===== config.mk =====
export PLATFORM = sky130hd
export DESIGN_NAME = apb_tx_scheduler
export DESIGN_NICKNAME = d
export VERILOG_FILES = /design/src/rtl/apb_sched_pkg.sv /design/src/rtl/apb_sched_fifo.sv /design/src/rtl/apb_tx_scheduler.sv
export SDC_FILE = /design/constraint.sdc
export NUM_CORES = 1
export LEC_CHECK = 0
export CORE_UTILIZATION = 54
export CTS_CLUSTER_SIZE = 8
export DETAILED_ROUTE_END_ITERATION = 16
export PLACE_DENSITY = 0.79
export RECOVER_POWER = 50
export SLEW_MARGIN = 25
export SYNTH_ARGS = -nofsm -noshare
export SYNTH_HDL_FRONTEND = slang
export SYNTH_SLANG_ARGS = --single-unit
export TNS_END_PERCENT = 10

===== constraint.sdc =====
create_clock -name PCLK -period 2.9 [get_ports PCLK]
set_clock_uncertainty 0.2 [all_clocks]
set_input_delay 0.29 -clock PCLK [delete_from_list [all_inputs] [get_ports PCLK]]
set_output_delay 0.29 -clock PCLK [all_outputs]
set_load 0.005 [all_outputs]

===== src/rtl/apb_sched_pkg.sv =====
// Shared types for the APB transfer scheduler: FSM states and the buffered entry format.
package apb_sched_pkg;

  localparam int unsigned DATA_W = 8;
  localparam int unsigned SEL_W  = 2;

  typedef enum logic [2:0] {
    IDLE,
    ISSUE,
    WAIT_WR,
    CHECK,
    RETRY,
    POP
  } state_t;

  typedef struct packed {
    logic [DATA_W-1:0] data;
    logic [SEL_W-1:0]  dest;
    logic              check_en;
  } entry_t;

endpackage


===== src/rtl/apb_sched_fifo.sv =====
// Synchronous FIFO of scheduler entries; head is read combinationally from the read pointer.
module apb_sched_fifo
  import apb_sched_pkg::*;
#(
  parameter int unsigned DEPTH = 4
) (
  input  logic                   clk,
  input  logic                   rst_n,
  input  logic                   push,
  input  logic                   pop,
  input  entry_t                 din,
  output entry_t                 head,
  output logic                   full,
  output logic                   empty,
  output logic [$clog2(DEPTH):0] count
);

  localparam int unsigned AW = $clog2(DEPTH);
  localparam int unsigned CW = AW + 1;
  localparam logic [CW-1:0] FULL_CNT = CW'(DEPTH);

  entry_t        mem [DEPTH];
  logic [AW-1:0] wr_ptr;
  logic [AW-1:0] rd_ptr;
  logic          do_push;
  logic          do_pop;

  assign full    = (count == FULL_CNT);
  assign empty   = (count == '0);
  assign do_push = push && !full;
  assign do_pop  = pop && !empty;
  assign head    = mem[rd_ptr];

  // Pointers wrap naturally because DEPTH is a power of two.
  always_ff @(posedge clk or negedge rst_n) begin
    if (!rst_n) begin
      wr_ptr <= '0;
      rd_ptr <= '0;
      count  <= '0;
    end else begin
      if (do_push) wr_ptr <= wr_ptr + AW'(1);
      if (do_pop)  rd_ptr <= rd_ptr + AW'(1);
      case ({do_push, do_pop})
        2'b10:   count <= count + CW'(1);
        2'b01:   count <= count - CW'(1);
        default: count <= count;
      endcase
    end
  end

  always_ff @(posedge clk) begin
    if (do_push) mem[wr_ptr] <= din;
  end

endmodule


===== src/rtl/apb_tx_scheduler.sv =====
// Buffers ALU results and sequences them onto the APB master as writes with optional
// read-back verification and bounded retry.
module apb_tx_scheduler
  import apb_sched_pkg::*;
#(
  parameter int unsigned m         = 8,
  parameter int unsigned DEPTH     = 4,
  parameter int unsigned MAX_RETRY = 2,
  parameter int unsigned CNT_W     = 8
) (
  input  logic             PCLK,
  input  logic             PRESET,
  input  logic [m-1:0]     i_data,
  input  logic             i_data_valid,
  input  logic [1:0]       i_dest,
  input  logic             i_check_en,
  input  logic             i_alu_error,
  output logic             o_ready,
  output logic [m-1:0]     o_apb_data,
  output logic             o_apb_data_ready,
  output logic [1:0]       o_apb_sel,
  output logic             o_apb_check,
  input  logic             i_apb_waiting,
  input  logic             i_apb_done,
  input  logic             i_apb_fail,
  output logic             o_busy,
  output logic [CNT_W-1:0] o_drop_cnt,
  output logic [CNT_W-1:0] o_fail_cnt
);

  localparam int unsigned RW = (MAX_RETRY < 1) ? 1 : $clog2(MAX_RETRY + 1);
  localparam int unsigned CW = $clog2(DEPTH) + 1;
  localparam logic [RW-1:0] RETRY_LIM = RW'(MAX_RETRY);

  state_t        state;
  logic [RW-1:0] retry;
  entry_t        din;
  entry_t        head;
  logic          full;
  logic          empty;
  logic [CW-1:0] count;
  logic          push;
  logic          pop;
  logic          drop;

  assign din  = {DATA_W'(i_data), i_dest, i_check_en};
  assign push = i_data_valid && !i_alu_error && o_ready;
  assign drop = i_data_valid && (i_alu_error || !o_ready);
  assign pop  = (state == POP);

  // Ready follows registered occupancy, so a pop cannot free a slot for a same-cycle push.
  assign o_ready = !full;
  assign o_busy  = (count != '0) || (state != IDLE);

  apb_sched_fifo #(.DEPTH(DEPTH)) u_fifo (
    .clk   (PCLK),
    .rst_n (PRESET),
    .push  (push),
    .pop   (pop),
    .din   (din),
    .head  (head),
    .full  (full),
    .empty (empty),
    .count (count)
  );

  // Transfer sequencer; APB-facing outputs are updated on entry to each state.
  always_ff @(posedge PCLK or negedge PRESET) begin
    if (!PRESET) begin
      state            <= IDLE;
      retry            <= '0;
      o_apb_data       <= '0;
      o_apb_sel        <= '0;
      o_apb_data_ready <= 1'b0;
      o_apb_check      <= 1'b0;
      o_fail_cnt       <= '0;
    end else begin
      o_apb_data_ready <= 1'b0;
      case (state)
        IDLE: begin
          if (!empty && i_apb_waiting) begin
            state            <= ISSUE;
            o_apb_data_ready <= 1'b1;
            o_apb_data       <= m'(head.data);
            o_apb_sel        <= head.dest;
          end
        end
        ISSUE: state <= WAIT_WR;
        WAIT_WR: begin
          if (i_apb_done) begin
            if (head.check_en) begin
              state       <= CHECK;
              o_apb_check <= 1'b1;
            end else begin
              state <= POP;
            end
          end
        end
        CHECK: begin
          if (i_apb_done) begin
            o_apb_check <= 1'b0;
            if (!i_apb_fail) begin
              state <= POP;
            end else if (retry < RETRY_LIM) begin
              retry <= retry + RW'(1);
              state <= RETRY;
            end else begin
              if (o_fail_cnt != '1) o_fail_cnt <= o_fail_cnt + CNT_W'(1);
              state <= POP;
            end
          end
        end
        RETRY: begin
          if (i_apb_waiting) begin
            state            <= ISSUE;
            o_apb_data_ready <= 1'b1;
          end
        end
        POP: begin
          state      <= IDLE;
          retry      <= '0;
          o_apb_data <= '0;
          o_apb_sel  <= '0;
        end
        default: state <= IDLE;
      endcase
    end
  end

  // Saturating count of discarded results.
  always_ff @(posedge PCLK or negedge PRESET) begin
    if (!PRESET) begin
      o_drop_cnt <= '0;
    end else if (drop && (o_drop_cnt != '1)) begin
      o_drop_cnt <= o_drop_cnt + CNT_W'(1);
    end
  end

endmodule


==> summary by stage <==
Worst setup path
Along the worst path, the maximum fanout reaches 7. The number of buffers and inverters on the critical path is 2. The worst setup path is launched from a register. Counting cells, the worst reg-to-reg path comes to 10.

In this run the register-to-register setup slack is 0.49 ns. The launch point of the critical path is u_fifo.count[0]$_DFFE_PN0P_. STA classifies the critical path endpoint as a register. The reg-to-reg startpoint is u_fifo.count[0]$_DFFE_PN0P_.

The most critical setup path has its endpoint at u_fifo.count[2]$_DFFE_PN0P_. The critical path is of the register to register type. The slowest stage of the critical path is the sky130_fd_sc_hd__dfrtp_1 cell. STA puts the critical path data required time at 2.97 ns. At the worst endpoint, the arrival time is between 2 and 2.5 ns.

The critical path runs through a total of 10 cells. The critical path goes through nor3b_4 > nor2_1 > and2_1 > inv_1 > ha_1 > inv_1 > fa_1 > xor2_1 > nor2_1 > xor2_1. The endpoint identified for the worst register-to-register timing path is u_fifo.count[2]$_DFFE_PN0P_. In this design, the stage delay of the slowest critical-path cell is between 0.4 and 0.5 ns. Among cell families on the critical path, the largest total delay comes from simple AND/OR/NAND/NOR gates.

Synth
The number of distinct standard cells referenced by the synthesized netlist is between 40 and 50. The area fraction of the dominant cell type after synthesis is 36.6%. For this run, the leading register cell type out of synthesis is sky130_fd_sc_hd__edfxtp_1.

The count of warnings emitted by yosys is 0. In the synthesized netlist the async set-or-reset flop fraction comes to 47.6%. Ranked by total cell area, the synthesized netlist is headed by sky130_fd_sc_hd__edfxtp_1 (37%), sky130_fd_sc_hd__dfrtp_1 (28%), sky130_fd_sc_hd__mux4_2 (6.9%). The synthesized area divided by synthesized cell count is 14.6 um^2. The leading area contributor after synthesis is sky130_fd_sc_hd__edfxtp_1.

Counting every net in the synthesized netlist gives ~270. The dominant cell by count in the synthesized netlist is sky130_fd_sc_hd__edfxtp_1. Synthesis produced 248 cells.

Sorting the synthesized cells by how often they occur yields sky130_fd_sc_hd__edfxtp_1 (44), sky130_fd_sc_hd__dfrtp_1 (40), sky130_fd_sc_hd__inv_1 (19). Synthesis inferred 84 register bits. The number of enable flip-flop cells after synthesis is 44. Sequential elements use approximately 64% of the synthesized area. After synthesis the cells add up to 3610 um^2.

Timing
At the pin with the least slew margin, the transition time is just under 1 ns. The final setup violation count is 0. In the finished design, the share of the clock period the worst path needs comes to 83.1%.

Setup slack closes at between 0.4 and 0.5 ns. The count of final hold-check violations is 0. The minimum clock period after layout is around 2.4 ns. Setup repair after global routing left no endpoint under its margin. Timing would allow up to between 400 and 500 MHz. The relative max-transition margin is 34.8%. The final-layout setup total negative slack is 0 ns. The worst hold margin is 0.294 ns.

The max-slew violation total from the final report came to 0.

Clock network
The cell at the root of the clock tree is sky130_fd_sc_hd__clkbuf_8. Clock-pin slew was measured on the worst setup and hold paths at 0.09 ns. The longest clock path from root to sink contains 2 buffers. The post-CTS setup buffer count is 0. The later pin in the worst-skew pair is clocked with a latency of 0.35 ns. The H-tree was split into 3 levels.

TritonCTS created 9 clock buffers. The sink count of the clock tree is 84. The clock tree from TritonCTS is done.

Power and ir drop
In this run the static leakage power is approximately 1.7 nW. The maximum VDD drop is between 400 and 500 uV. Dividing total power by cell area gives a power density of 864 nW/um^2. The design draws 3.72 mW.

Layout
The filler cell count is 457. The fraction of final layout cells sized beyond drive strength 1 is 12.7%. The number of antenna diodes in the final layout is 0.

The footprint of the flip-flops and latches is 2320 um^2. The area occupied by multi-input gates is 1150 um^2. The number of nets in the layout is 327. The area overhead of the layout relative to synthesis is 19.2%.

Hold path
The class of the most critical hold timing path is register to register.

Floorplan
The floorplan has 29 rows. The floorplan step set the die height to 83.7 um. The core footprint is about 6400 um^2. The die outline area is between 7000 and 8000 um^2.

The die width is 83.7 um. For this design the top-level I/O count stands at 48. The initial utilization of the core area, before any placement, comes to between 50% and 60%.

GRT
Entering global routing, the biggest net connects 41 pins. The total congestion overflow is 0. The first global-routing pass estimated 10.3 mm of wire. The combined global-route utilization of all metal layers is 19.4%. The initial antenna violation count was 0. The via count of the first global-routing pass is ~2100.

Placement
The placed wire-length estimate after detailed placement is 4.19 mm. The placement-stage worst setup slack is roughly 0.43 ns. In this run the tool buffered the top-level ports with 47 buffer cells. The congestion estimate from routability-driven global placement came to 0.818.

Drt
The detailed-route DRC error count is 0. The routed via count divided by cell count is 5.45. Once detail routing completed, the nets flagged for antenna violations numbered 0. In this run, the number of DRC markers left after iteration 0 of detailed routing was ~130. The average wire per cell in the routed design is ~16 um. The total routed wirelength is approximately 6 mm. The first TritonRoute pass finished after 4 iterations. The total via count after detailed routing is 2088.

Outcome
The flow ran to the end, and the final reports show no timing, DRC or antenna violations.

Job
The reported max-cap violation count is 0.
state kept, by name, indices dropped and copies added, names as in the netlist, 2 cells and up:
register and count:
o_apb_data 8, o_apb_sel 2, o_drop_cnt 8, o_fail_cnt 8, retry 2, state 3, u_fifo.count 3, u_fifo.mem 44
u_fifo.rd_ptr 2, u_fifo.wr_ptr 2
stage by stage:
step / instance area, um^2 / utilization (%) / cells
after floorplan: 3610 / - / 248
after global placement: 4140 / 64.8 / 366
after detailed placement: 4140 / 64.8 / 366
after CTS: 4320 / 67.7 / 383
after global routing: 4300 / 67.3 / 383
final: 4300 / 67.3 / 383
metal layers:
layer / up-vias / part of all wire [%] / wire, um / global-route usage [%]
met4: 0 / 1.6 / 95 / 7.86
met1: 1023 / 46 / 2770 / 26.9
met3: 9 / 3.5 / 214 / 5.34
met5: - / 0 / 0 / 0
met2: 40 / 49 / 2950 / 29.1
li1: 1016 / - / - / -
worst reg2reg max path, delay by kind of cell (launching register included):
family / cells / cell delay (ns)
simple gates: 4 / 0.71
flops: 1 / 0.46
buf+inv: 2 / 0.12
xor+xnor: 2 / 0.30
fa+ha+maj: 2 / 0.54
power breakdown:
part / internal, mW / switching (mW) / leakage (nW)
clock network: 0.318 / 0.431 / 0.0877
logic: 0.649 / 0.484 / 0.723
registers: 1.54 / 0.289 / 0.904
timing repair:
item	CTS	global route
resized for setup	0	0
hold endpoints to repair	40	0
hold buffers	1	0
logic make-up after synthesis:
group,synth area share (%)
multiplexers,9.12
adder cells (fa/ha/maj),2.98
flip-flops,64.4
AND/OR/NAND/NOR,12.0
AO/OA/AOI/OAI,4.61
XOR/XNOR,3.64
buffers and inverters,3.29
worst min-delay path by stage:
stage / startpoint / to / slack (ns) / cells past startpoint
CTS: o_drop_cnt[5]$_DFFE_PN0P_ / o_drop_cnt[5]$_DFFE_PN0P_ / 0.30 / 1
detailed placement: PRESET / o_fail_cnt[5]$_DFFE_PN0P_ / 0.26 / 1
global route: o_drop_cnt[5]$_DFFE_PN0P_ / o_drop_cnt[5]$_DFFE_PN0P_ / 0.34 / 1
finish: o_drop_cnt[5]$_DFFE_PN0P_ / o_drop_cnt[5]$_DFFE_PN0P_ / 0.29 / 1
floorplan: PRESET / o_apb_check$_DFFE_PN0P_ / -0.21 / 0
global placement: PRESET / o_fail_cnt[5]$_DFFE_PN0P_ / 0.26 / 1
layout by cell type (no fill, tap or decap), drive strengths merged, types with 2 or more instances in the layout:
cell type	n
clkbuf	11
mux4	11
o21ai	14
clkinv	2
and3	7
mux2	6
ha	7
a31oi	4
nand2	10
inv	22
nand2b	2
nand3	17
nor2	11
nor3	7
dfrtp	40
and2	2
a22o	2
xor2	10
nand3b	3
nand4b	3
buf	2
dlygate4sd3	16
xnor2	5
edfxtp	44
clkdlybuf4s50	31
area by class of cell:
class | instances | area share (%)
sequential | 84 | 54.0
multi-input combinational | 137 | 26.7
clock inverter | 6 | 1.08
inverter | 19 | 1.66
clock buffer | 10 | 2.97
timing repair buffer | 50 | 11.4
tap | 77 | 2.24
Note: power is estimated with default switching activity, not from simulation.
